[src/rtl/traffic_ctrl_multi.sv]
// ----------------------------------------------------------------------------
// traffic_ctrl_multi
//
// Multi-approach Moore traffic-light controller. Each approach in turn goes
// through GREEN -> YELLOW -> ALL_RED. Green is handed out round-robin and is
// given to approaches with demand where there is any. All timing counts
// cycles of the external enable 'tick'. On a board 'tick' is a 1 Hz strobe.
// In simulation 'tick' can be held high.
//
// Ports:
//   clk         clock
//   reset_n     asynchronous active-low reset
//   tick        timing enable; state and timer move only when tick=1
//   sensor      per-direction demand, already synchronised to clk
//   lights      lights[3d+2:3d] = {Red,Yellow,Green} for direction d
//   active_dir  direction that owns the current phase
//   phase       00 GREEN, 01 YELLOW, 10 ALL_RED
//
// Optional feature, macro TRAFFIC_PREEMPT_EN:
//   This macro adds the inputs preempt_req and preempt_dir, for emergency
//   vehicle preemption.
//   - A green on any other direction is cut short on the next tick.
//   - The next ALL_RED exit selects preempt_dir.
//   - The preempted direction then holds green for as long as the request
//     stays high.
//   - A preempt_dir outside 0..NUM_DIRS-1 is ignored.
// ----------------------------------------------------------------------------
module traffic_ctrl_multi #(
    parameter int NUM_DIRS     = 4,
    parameter int MIN_GREEN    = 3,
    parameter int MAX_GREEN    = 8,
    parameter int YELLOW_TICKS = 2,
    parameter int ALLRED_TICKS = 1,
    localparam int DIR_W       = (NUM_DIRS > 2) ? $clog2(NUM_DIRS) : 1
) (
    input  logic                  clk,
    input  logic                  reset_n,
    input  logic                  tick,
    input  logic [NUM_DIRS-1:0]   sensor,
`ifdef TRAFFIC_PREEMPT_EN
    input  logic                  preempt_req,
    input  logic [DIR_W-1:0]      preempt_dir,
`endif
    output logic [3*NUM_DIRS-1:0] lights,
    output logic [DIR_W-1:0]      active_dir,
    output logic [1:0]            phase
);

    localparam int TMAX_GY = (MAX_GREEN > YELLOW_TICKS) ? MAX_GREEN : YELLOW_TICKS;
    localparam int TMAX    = (TMAX_GY > ALLRED_TICKS) ? TMAX_GY : ALLRED_TICKS;
    localparam int TW      = $clog2(TMAX + 1);

    typedef enum logic [1:0] {
        PH_GREEN  = 2'b00,
        PH_YELLOW = 2'b01,
        PH_ALLRED = 2'b10
    } phase_t;

    phase_t             phase_q, phase_nx;
    logic [DIR_W-1:0]   dir_q, dir_nx;
    logic [TW-1:0]      timer_q, timer_nx;
    logic [TW:0]        elapsed;
    logic               other_demand;
    logic               go_yellow;

    // Saturating increment. The timer value never passes lim.
    function automatic logic [TW-1:0] sat_inc(input logic [TW-1:0] t,
                                              input logic [TW-1:0] lim);
        return (t >= lim) ? t : t + TW'(1);
    endfunction

    // Round-robin search for the next green.
    // The search starts at cur+1 and tests cur itself last.
    // If no direction has demand, the result is cur+1.
    function automatic logic [DIR_W-1:0] pick_next(input logic [DIR_W-1:0]    cur,
                                                   input logic [NUM_DIRS-1:0] req);
        logic [DIR_W-1:0] sel;
        logic             found;
        int               idx;
        sel   = DIR_W'((int'(cur) + 1) % NUM_DIRS);
        found = 1'b0;
        for (int k = 1; k <= NUM_DIRS; k++) begin
            idx = (int'(cur) + k) % NUM_DIRS;
            if (!found && req[idx]) begin
                sel   = DIR_W'(idx);
                found = 1'b1;
            end
        end
        return sel;
    endfunction

    assign elapsed = {1'b0, timer_q} + (TW+1)'(1);

    always_comb begin
        other_demand = 1'b0;
        for (int d = 0; d < NUM_DIRS; d++) begin
            if (d != int'(dir_q))
                other_demand = other_demand | sensor[d];
        end
    end

`ifdef TRAFFIC_PREEMPT_EN
    logic pre_valid;
    assign pre_valid = preempt_req && (int'(preempt_dir) < NUM_DIRS);

    always_comb begin
        go_yellow = 1'b0;
        if (pre_valid) begin
            // A valid request freezes its own green.
            // The request cuts any other green at once.
            go_yellow = (preempt_dir != dir_q);
        end else if (other_demand) begin
            go_yellow = (elapsed >= (TW+1)'(MAX_GREEN)) ||
                        ((elapsed >= (TW+1)'(MIN_GREEN)) && !sensor[dir_q]);
        end
    end
`else
    always_comb begin
        go_yellow = 1'b0;
        if (other_demand) begin
            go_yellow = (elapsed >= (TW+1)'(MAX_GREEN)) ||
                        ((elapsed >= (TW+1)'(MIN_GREEN)) && !sensor[dir_q]);
        end
    end
`endif

    // State register
    always_ff @(posedge clk or negedge reset_n) begin
        if (!reset_n) begin
            phase_q <= PH_ALLRED;
            dir_q   <= DIR_W'(NUM_DIRS - 1);
            timer_q <= '0;
        end else begin
            phase_q <= phase_nx;
            dir_q   <= dir_nx;
            timer_q <= timer_nx;
        end
    end

    // Next-state logic. Only tick cycles can change anything.
    always_comb begin
        phase_nx = phase_q;
        dir_nx   = dir_q;
        timer_nx = timer_q;
        if (tick) begin
            case (phase_q)
                PH_GREEN: begin
                    if (go_yellow) begin
                        phase_nx = PH_YELLOW;
                        timer_nx = '0;
                    end else begin
                        timer_nx = sat_inc(timer_q, TW'(MAX_GREEN));
                    end
                end
                PH_YELLOW: begin
                    if (elapsed == (TW+1)'(YELLOW_TICKS)) begin
                        phase_nx = PH_ALLRED;
                        timer_nx = '0;
                    end else begin
                        timer_nx = sat_inc(timer_q, TW'(TMAX));
                    end
                end
                PH_ALLRED: begin
                    if (elapsed == (TW+1)'(ALLRED_TICKS)) begin
                        phase_nx = PH_GREEN;
                        timer_nx = '0;
`ifdef TRAFFIC_PREEMPT_EN
                        dir_nx   = pre_valid ? preempt_dir : pick_next(dir_q, sensor);
`else
                        dir_nx   = pick_next(dir_q, sensor);
`endif
                    end else begin
                        timer_nx = sat_inc(timer_q, TW'(TMAX));
                    end
                end
                default: begin
                    phase_nx = PH_ALLRED;
                    timer_nx = '0;
                end
            endcase
        end
    end

    // Moore outputs, decoded from the registered state only
    always_comb begin
        lights = '0;
        for (int d = 0; d < NUM_DIRS; d++) begin
            lights[3*d +: 3] = 3'b100;
            if (d == int'(dir_q)) begin
                if (phase_q == PH_GREEN)
                    lights[3*d +: 3] = 3'b001;
                else if (phase_q == PH_YELLOW)
                    lights[3*d +: 3] = 3'b010;
            end
        end
    end

    assign active_dir = dir_q;
    assign phase      = phase_q;

endmodule

[config.mk]
export PLATFORM = sky130hd
export DESIGN_NAME = traffic_ctrl_multi
export DESIGN_NICKNAME = d
export VERILOG_FILES = /design/src/rtl/traffic_ctrl_multi.sv
export SDC_FILE = /design/constraint.sdc
export NUM_CORES = 1
export LEC_CHECK = 0
export ABC_AREA = 1
export ABC_CLOCK_PERIOD_IN_PS = 3590
export CELL_PAD_IN_SITES_DETAIL_PLACEMENT = 1
export CELL_PAD_IN_SITES_GLOBAL_PLACEMENT = 1
export CORE_AREA = 2 2 55 57
export DETAILED_ROUTE_END_ITERATION = 8
export DIE_AREA = 0 0 57 59
export GPL_TIMING_DRIVEN = 0
export HOLD_SLACK_MARGIN = 0.12
export PLACE_DENSITY = 0.91
export SLEW_MARGIN = 20
export SYNTH_ARGS = -nofsm -noshare
export SYNTH_HDL_FRONTEND = slang
export SYNTH_SLANG_ARGS = --single-unit
[constraint.sdc]
create_clock -name clk -period 3.59 [get_ports clk]
set_input_delay 0.5385 -clock clk [delete_from_list [all_inputs] [get_ports clk]]
set_output_delay 0.5385 -clock clk [all_outputs]
set_load 0.01 [all_outputs]
==> run metrics, run 1 <==
run status complete, no violations; CTS tree done; Tightest Pin Transition 0.454 ns; Cell variety after synth 17; Final setup violation count 0; I/O Buffers 22; synth top area cells nand2_1 29%, dfrtp_1 14%, ha_1 11%; fmax 410 MHz; grt ovf 0; Worst R2R End active_dir[1]$_DFFE_PN1P_; DRC viols 0; Ys Warns 0; Reg2Reg Depth 11; Final min period 2.44 ns; FF+latch count, synth 8; register area share after synthesis 22.9%; clk_lat worst skew 0.24 ns; net count reported at finish 199; Final ANT Viol Nets 0; DRT iter0 DRCs 26; Hold-fix buffers, CTS 0; Core Rows 19; top-area cell type share of the netlist area 28.7%; Die Y 59 um; Ports 23; Max Cap Violations 0; Die W 57 um; register area 204 um^2; Worst Skew 0.00836 ns; crit path capture type output port; post-synth design cell area 891 um^2; leading area contributor after synthesis nand2_1; Clock Path Buffers 2; Worst setup startpoint active_dir[0]$_DFFE_PN1P_; period utilisation layout 67.9%; fin. max-slew vios 0; CTS Root Buffer Type clkbuf_4; FILL cells 378; unrepaired setup endpoints after global routing false; Gate Count Post-Synth 157; met1 wire length 1110 um; worst path required time 3.05 ns; Final GP Congestion 0.816; htree depth 1; syn_nets 172; CTS Buf Count 3; drt total wl 2580 um; DR WL met2 1390 um; Vias 1,058; crit start category flop; first drt pass iteration count 3; Syn Area/Cell 5.67 um^2; core area 2710 um^2; peak supply drop 0.376 mV; global-route wire length before repair 4630 um; DP HPWL 2230 um; Hold Vio Cnt, Final 0; Antenna diodes 0; number of global-route vias before repair 1,098; area delta synth->final 32.0%; initial antenna violation count 0; cells resized by post-CTS repair 0; largest net degree at the start of global routing 10; Worst Min Path Start phase[1]$_DFFE_PN1P_; top sig layer met4; Post-Route Setup TNS 0 ns; WL per Instance 12.1 um; full die area 3360 um^2; footprint of the multi-input gates 584 um^2; R2R Setup Slk 1.64 ns; worst r2r src active_dir[0]$_DFFE_PN1P_; Pleak 0.661 nW; relative slew slack 69.4%; HP Class reg -> reg; Initial Util 32.9%; WP data arrival 1.90 ns; CTS clk-pin slew, worst paths 0.05 ns; total clock sinks 8; share of layout cells above drive strength 1 7.65%; Crit Path Max Fanout 9; Total GRT Usage 17.4%; pwr dens 824 nW/um^2; routed wl met3 54 um; total power 0.969 mW; Setup CP Type reg -> out; vias per cell 4.94; Critical Path End lights[2]; # Post-CTS Setup Buffers 0
## cell families after synthesis
logic type | after synthesis | synth area share, %
AND/OR/NAND/NOR | 103 | 46.8
adder cells (fa/ha/maj) | 8 | 11.2
AO/OA/AOI/OAI | 11 | 7.58
flip-flops | 8 | 22.9
buffers and inverters | 27 | 11.5
## per-layer routing
layer | global-route usage, % | vias to the layer above
li1 | - | 534
met1 | 20.5 | 508
met2 | 32.2 | 12
met3 | 2.84 | 4
met4 | 5.32 | 0
met5 | 0 | -
## flip-flops by register name, indices dropped and copies added (netlist names)
register and flops:
active_dir 2, phase 2, timer_q 4
## final cells by class
| class | instances | share of cell area, % |
|---|---|---|
| clock buffers | 4 | 2.23 |
| plain buffers | 1 | 0.426 |
| flip-flops and latches | 8 | 17.3 |
| multi-input cells | 122 | 49.7 |
| well taps | 31 | 3.30 |
| repair buffers | 22 | 18.7 |
| inverters | 26 | 8.30 |
## worst max-delay path, cell delays in order (launching register included)
cell	delay, ns
dfstp_2	0.64
inv_2	0.12
ha_1	0.23
nand2_1	0.12
clkdlybuf4s50_1	0.55
## report_power, final
group / internal (mW) / switching (mW) / leakage, nW / total (mW)
clock network: 0.0423 / 0.0274 / 0.0150 / 0.0697
logic: 0.284 / 0.418 / 0.548 / 0.702
registers: 0.136 / 0.0608 / 0.0975 / 0.197
## worst min-delay path by stage
stage	endpoint	slack, ns	cells after the start
final	phase[1]$_DFFE_PN1P_	0.50	2
after global routing	phase[1]$_DFFE_PN1P_	0.53	2
after CTS	phase[1]$_DFFE_PN1P_	0.51	2
after detailed placement	phase[1]$_DFFE_PN1P_	0.50	2
after global placement	phase[1]$_DFFE_PN1P_	0.50	2
after floorplan	phase[0]$_DFFE_PN0P_	0.24	0
## cells in the mapped netlist (all sizes together)
library cell / instances
nand2: 72
nand4: 2
nand3: 12
dfstp: 3
inv: 25
dfrtp: 5
buf: 1
nor2: 17
clkinv: 1
o22ai: 2
o21ai: 3
a211oi: 1
ha: 8
a21oi: 5
## stage by stage
step	util (%)	cell area, um^2	setup slack [ns]	instances	hold WS [ns]
3_3_place_gp	42.4	1150	1.44	210	0.495
5_1_grt	43.4	1180	1.06	214	0.535
6_report	43.4	1180	1.15	214	0.504
4_1_cts	43.4	1180	1.14	214	0.511
3_5_place_dp	42.4	1150	1.41	210	0.501
2_1_floorplan	-	891	1.86	157	0.243
## cells in the final DEF, fill, tap and decap left out
cell type        instances
nand2_1                 68
inv_1                   24
clkdlybuf4s50_1         22
nor2_1                  17
nand3_1                 12
ha_1                     8
a21oi_1                  5
dfrtp_1                  5
nand2_2                  4
dfstp_2                  3
clkbuf_4                 3
o22ai_1                  2
o21ai_2                  2
nand4_1                  2
buf_2                    1
inv_2                    1
o21ai_0                  1
a211oi_1                 1
clkinv_1                 1
clkbuf_1                 1
No activity file was read; power rests on OpenSTA's default activity.
==> inputs of run 2 (changes only) <==
Settings changed: ABC_CLOCK_PERIOD_IN_PS 3590 to 2400, CORE_AREA 2 2 55 57 to 2 2 56 58, DIE_AREA 0 0 57 59 to 0 0 58 60, PLACE_DENSITY 0.91 to 0.88.
Clock period 3.59 ns to 2.4 ns, I/O delays scaled along.
==> run metrics, run 2 (synthesized netlist as in run 1, its figures left out) <==
most frequent cells in the layout 68 x nand2_1, 24 x inv_1, 22 x clkdlybuf4s50_1; max reg flops 4; Setup CP Type reg -> out; Post-Route Setup TNS 0 ns; Die Y 60 um; area delta synth->final 32.3%; Worst Skew 0.00368 ns; global-route wire length before repair 4740 um; Max Cap Violations 0; Final setup violation count 0; CTS clk-pin slew, worst paths 0.06 ns; total net switching power 0.764 mW; Clock Path Buffers 2; clk_lat worst skew 0.26 ns; period utilisation layout 94.5%; largest net degree at the start of global routing 10; fin. max-slew vios 0; Final ANT Viol Nets 0; Final GP Congestion 0.822; Die W 58 um; Tightest Pin Transition 0.471 ns; htree depth 1; worst path required time 2.04 ns; pwr dens 1240 nW/um^2; Core Rows 20; Logic pwr share 72.0%; unrepaired setup endpoints after global routing false; # Post-CTS Setup Buffers 0; crit path capture type output port; WP data arrival 1.91 ns; DRC viols 0; cells resized by post-CTS repair 0; core area 2900 um^2; drt total wl 2700 um; switching portion of total power 52.5%; CTS tree done; number of global-route vias before repair 1,069; Internal 0.692 mW; HP Class in -> async; Ports 23; Crit Path Max Fanout 9; most flop-heavy register timer_q; Antenna diodes 0; total clock sinks 8; relative slew slack 68.3%; Final min period 2.27 ns; CTS Root Buffer Type clkbuf_4; Vias 1,038; commonest non-fill, non-tap cell in the layout nand2_1; I/O Buffers 22; crit start category flop; peak supply drop 0.514 mV; fmax 441 MHz; Hold Vio Cnt, Final 0; Pleak 0.661 nW; Hold-fix buffers, CTS 0; share of layout cells above drive strength 1 7.65%; grt ovf 0; full die area 3480 um^2; net count reported at finish 199; initial antenna violation count 0; Clock Power Share 8.0%; Total GRT Usage 17.5%; first drt pass iteration count 3; WL per Instance 12.5 um; vias per cell 4.81; final hold slack 0.384 ns; Initial Util 30.7%; CTS Buf Count 3; run status complete, no violations; sequential power share 20.0%; DRT iter0 DRCs 30; DP HPWL 2200 um
-- run 2: final timing paths --
| check | start | end | slack [ns] | depth (start not counted) |
|---|---|---|---|---|
| hold reg to reg | phase[1]$_DFFE_PN1P_ | phase[1]$_DFFE_PN1P_ | 0.51 | 2 |
| setup reg to reg | active_dir[0]$_DFFE_PN1P_ | active_dir[1]$_DFFE_PN1P_ | 0.48 | 12 |
| min in group clk | phase[1]$_DFFE_PN1P_ | phase[1]$_DFFE_PN1P_ | 0.51 | 2 |
| setup / recovery | active_dir[0]$_DFFE_PN1P_ | lights[2] | 0.13 | 4 |
| hold / removal | reset_n | timer_q[3]$_DFFE_PN0P_ | 0.38 | 1 |
| max in group asynchronous | reset_n | active_dir[1]$_DFFE_PN1P_ | 1.70 | 1 |
-- run 2: area by class of cell --
cell class                      count  area, um^2
Fill cell                         404        1720
Multi-Input combinational cell    122         584
Timing Repair Buffer               22         220
Sequential cell                     8         204
Inverter                           26        97.6
Tap cell                           33        41.3
Clock buffer                        4        26.3
Buffer                              1        5.00
-- run 2: power by group through the flow --
stage | clock [mW] | sequential [mW] | combinational, mW
after floorplan | 0 | 0.281 | 0.673
after global placement | 0 | 0.288 | 0.998
after detailed placement | 0 | 0.293 | 1.05
after CTS | 0.123 | 0.290 | 1.06
after global routing | 0.131 | 0.305 | 1.21
final | 0.117 | 0.291 | 1.05
-- run 2: routing by layer --
| metal | share of wire, % | vias to the layer above | track usage, % |
|---|---|---|---|
| met5 | 0 | - | 0 |
| met4 | 0.67 | 0 | 1.99 |
| met3 | 3.5 | 2 | 4.76 |
| met2 | 52 | 16 | 31.8 |
| met1 | 44 | 487 | 21.1 |
| li1 | - | 533 | - |
-- run 2: critical path: stages, from the launching register on --
cell and delay, ns:
dfstp_2 0.63, inv_2 0.12, ha_1 0.23, nand2_1 0.11
clkdlybuf4s50_1 0.55
-- run 2: metrics by stage --
| step | instances | setup slack, ns | util (%) | power, mW | cell area, um^2 |
|---|---|---|---|---|---|
| 2_1_floorplan | 157 | 0.674 | - | 0.955 | 891 |
| 3_3_place_gp | 212 | 0.443 | 39.7 | 1.29 | 1150 |
| 3_5_place_dp | 212 | 0.421 | 39.7 | 1.34 | 1150 |
| 4_1_cts | 216 | 0.136 | 40.6 | 1.47 | 1180 |
| 5_1_grt | 216 | 0.0167 | 40.6 | 1.64 | 1180 |
| 6_report | 216 | 0.132 | 40.6 | 1.46 | 1180 |
==> inputs of run 3 (changes only) <==
Settings changed: RECOVER_POWER set to 100.
==> run metrics, run 3 (synthesized netlist as in run 1, its figures left out) <==
Final ANT Viol Nets 0; Crit path largest cell delay 0.63 ns; Non-Filler Instances 216; crit path capture type output port; period utilisation layout 94.2%; cells resized by post-CTS repair 0; Post-Route Setup TNS 0 ns; full die area 3480 um^2; worst path required time 2.04 ns; final worst slack 0.140 ns; core area 2900 um^2; HP Class in -> async; number of global-route vias before repair 1,069; CTS Root Buffer Type clkbuf_4; most frequent cells in the layout 68 x nand2_1, 24 x inv_1, 17 x nor2_1; vias per cell 4.81; relative slew slack 68.3%; Core Rows 20; commonest non-fill, non-tap cell in the layout nand2_1; total clock sinks 8; # Post-CTS Setup Buffers 0; Max Cap Violations 0; Total GRT Usage 17.5%; Die Y 60 um; Crit Path Max Fanout 9; share of layout cells above drive strength 1 7.10%; unrepaired setup endpoints after global routing false; CTS clk-pin slew, worst paths 0.06 ns; Worst R2R End active_dir[1]$_DFFE_PN1P_; Top delay family on crit path buffers and inverters; placed cells 212; final hold slack 0.454 ns; grt ovf 0; Hold-fix buffers, CTS 0; Final GP Congestion 0.822; fin. max-slew vios 0; WL per Instance 12.5 um; CTS Buf Count 3; Antenna diodes 0; max reg flops 4; I/O Buffers 22; pwr dens 1220 nW/um^2; Layout Cell Area excl Fill 1170 um^2; CTS tree done; Initial Util 30.7%; WP data arrival 1.90 ns; global-route wire length before repair 4740 um; Worst Skew 0.00370 ns; fmax 442 MHz; Placed Area 1150 um^2; Hold Vio Cnt, Final 0; DRT iter0 DRCs 29; largest net degree at the start of global routing 10; run status complete, no violations; Pleak 0.675 nW; htree depth 1; pre-CTS WS 0.421 ns; most flop-heavy register timer_q; Vias 1,038; CP max-delay cell dfstp_2; fin util 40.5%; drt total wl 2690 um; DP HPWL 2200 um; total power 1.43 mW; Clock Path Buffers 2; Die W 58 um; crit start category flop; initial antenna violation count 0; Final min period 2.26 ns; area delta synth->final 31.9%; CP bufs+invs 2; worst r2r src active_dir[1]$_DFFE_PN1P_; crit-path cells inv_2 -> ha_1 -> nand2_1 -> clkdlybuf4s50_1; Tightest Pin Transition 0.471 ns; net count reported at finish 199; R2R Setup Slk 0.34 ns; DRC viols 0; clk_lat worst skew 0.26 ns; Ports 23; peak supply drop 0.502 mV; first drt pass iteration count 4; Setup CP Type reg -> out; Final setup violation count 0; Reg2Reg Depth 10
==> run 3: changes by cell type in the layout (fill, tap and decap cells not counted), sizes merged <==
cell           delta
clkdlybuf4s50     -7
dlygate4sd3       +7
==> run 3: worst max-delay path by stage <==
stage	start	end	slack, ns	cells after the start
2_1_floorplan	active_dir[0]$_DFFE_PN1P_	active_dir[1]$_DFFE_PN1P_	0.67	12
3_3_place_gp	active_dir[0]$_DFFE_PN1P_	lights[2]	0.44	4
3_5_place_dp	active_dir[0]$_DFFE_PN1P_	lights[2]	0.42	4
4_1_cts	active_dir[0]$_DFFE_PN1P_	lights[2]	0.14	4
5_1_grt	active_dir[1]$_DFFE_PN1P_	lights[5]	0.02	4
6_report	active_dir[0]$_DFFE_PN1P_	lights[2]	0.14	4
==> run 3: where the power goes <==
group | internal (mW) | total (mW) | switching [mW]
registers | 0.204 | 0.289 | 0.0853
logic | 0.408 | 1.02 | 0.616
clock network | 0.0641 | 0.117 | 0.0529
total | 0.676 | 1.43 | 0.755
==> run 3: metal layers <==
layer / up-vias / track usage [%] / part of all wire (%)
met5: - / 0 / 0
met4: 0 / 1.99 / 0.67
met3: 2 / 4.76 / 3.5
met2: 16 / 31.8 / 52
met1: 488 / 21.1 / 44
li1: 532 / - / -
==> run 3: layout make-up <==
class / instances / area, um^2
buffer: 1 / 5.00
clock buffer: 4 / 26.3
sequential: 8 / 204
timing repair buffer: 22 / 220
multi-input combinational: 122 / 581
inverter: 26 / 97.6
fill: 405 / 1730
tap: 33 / 41.3
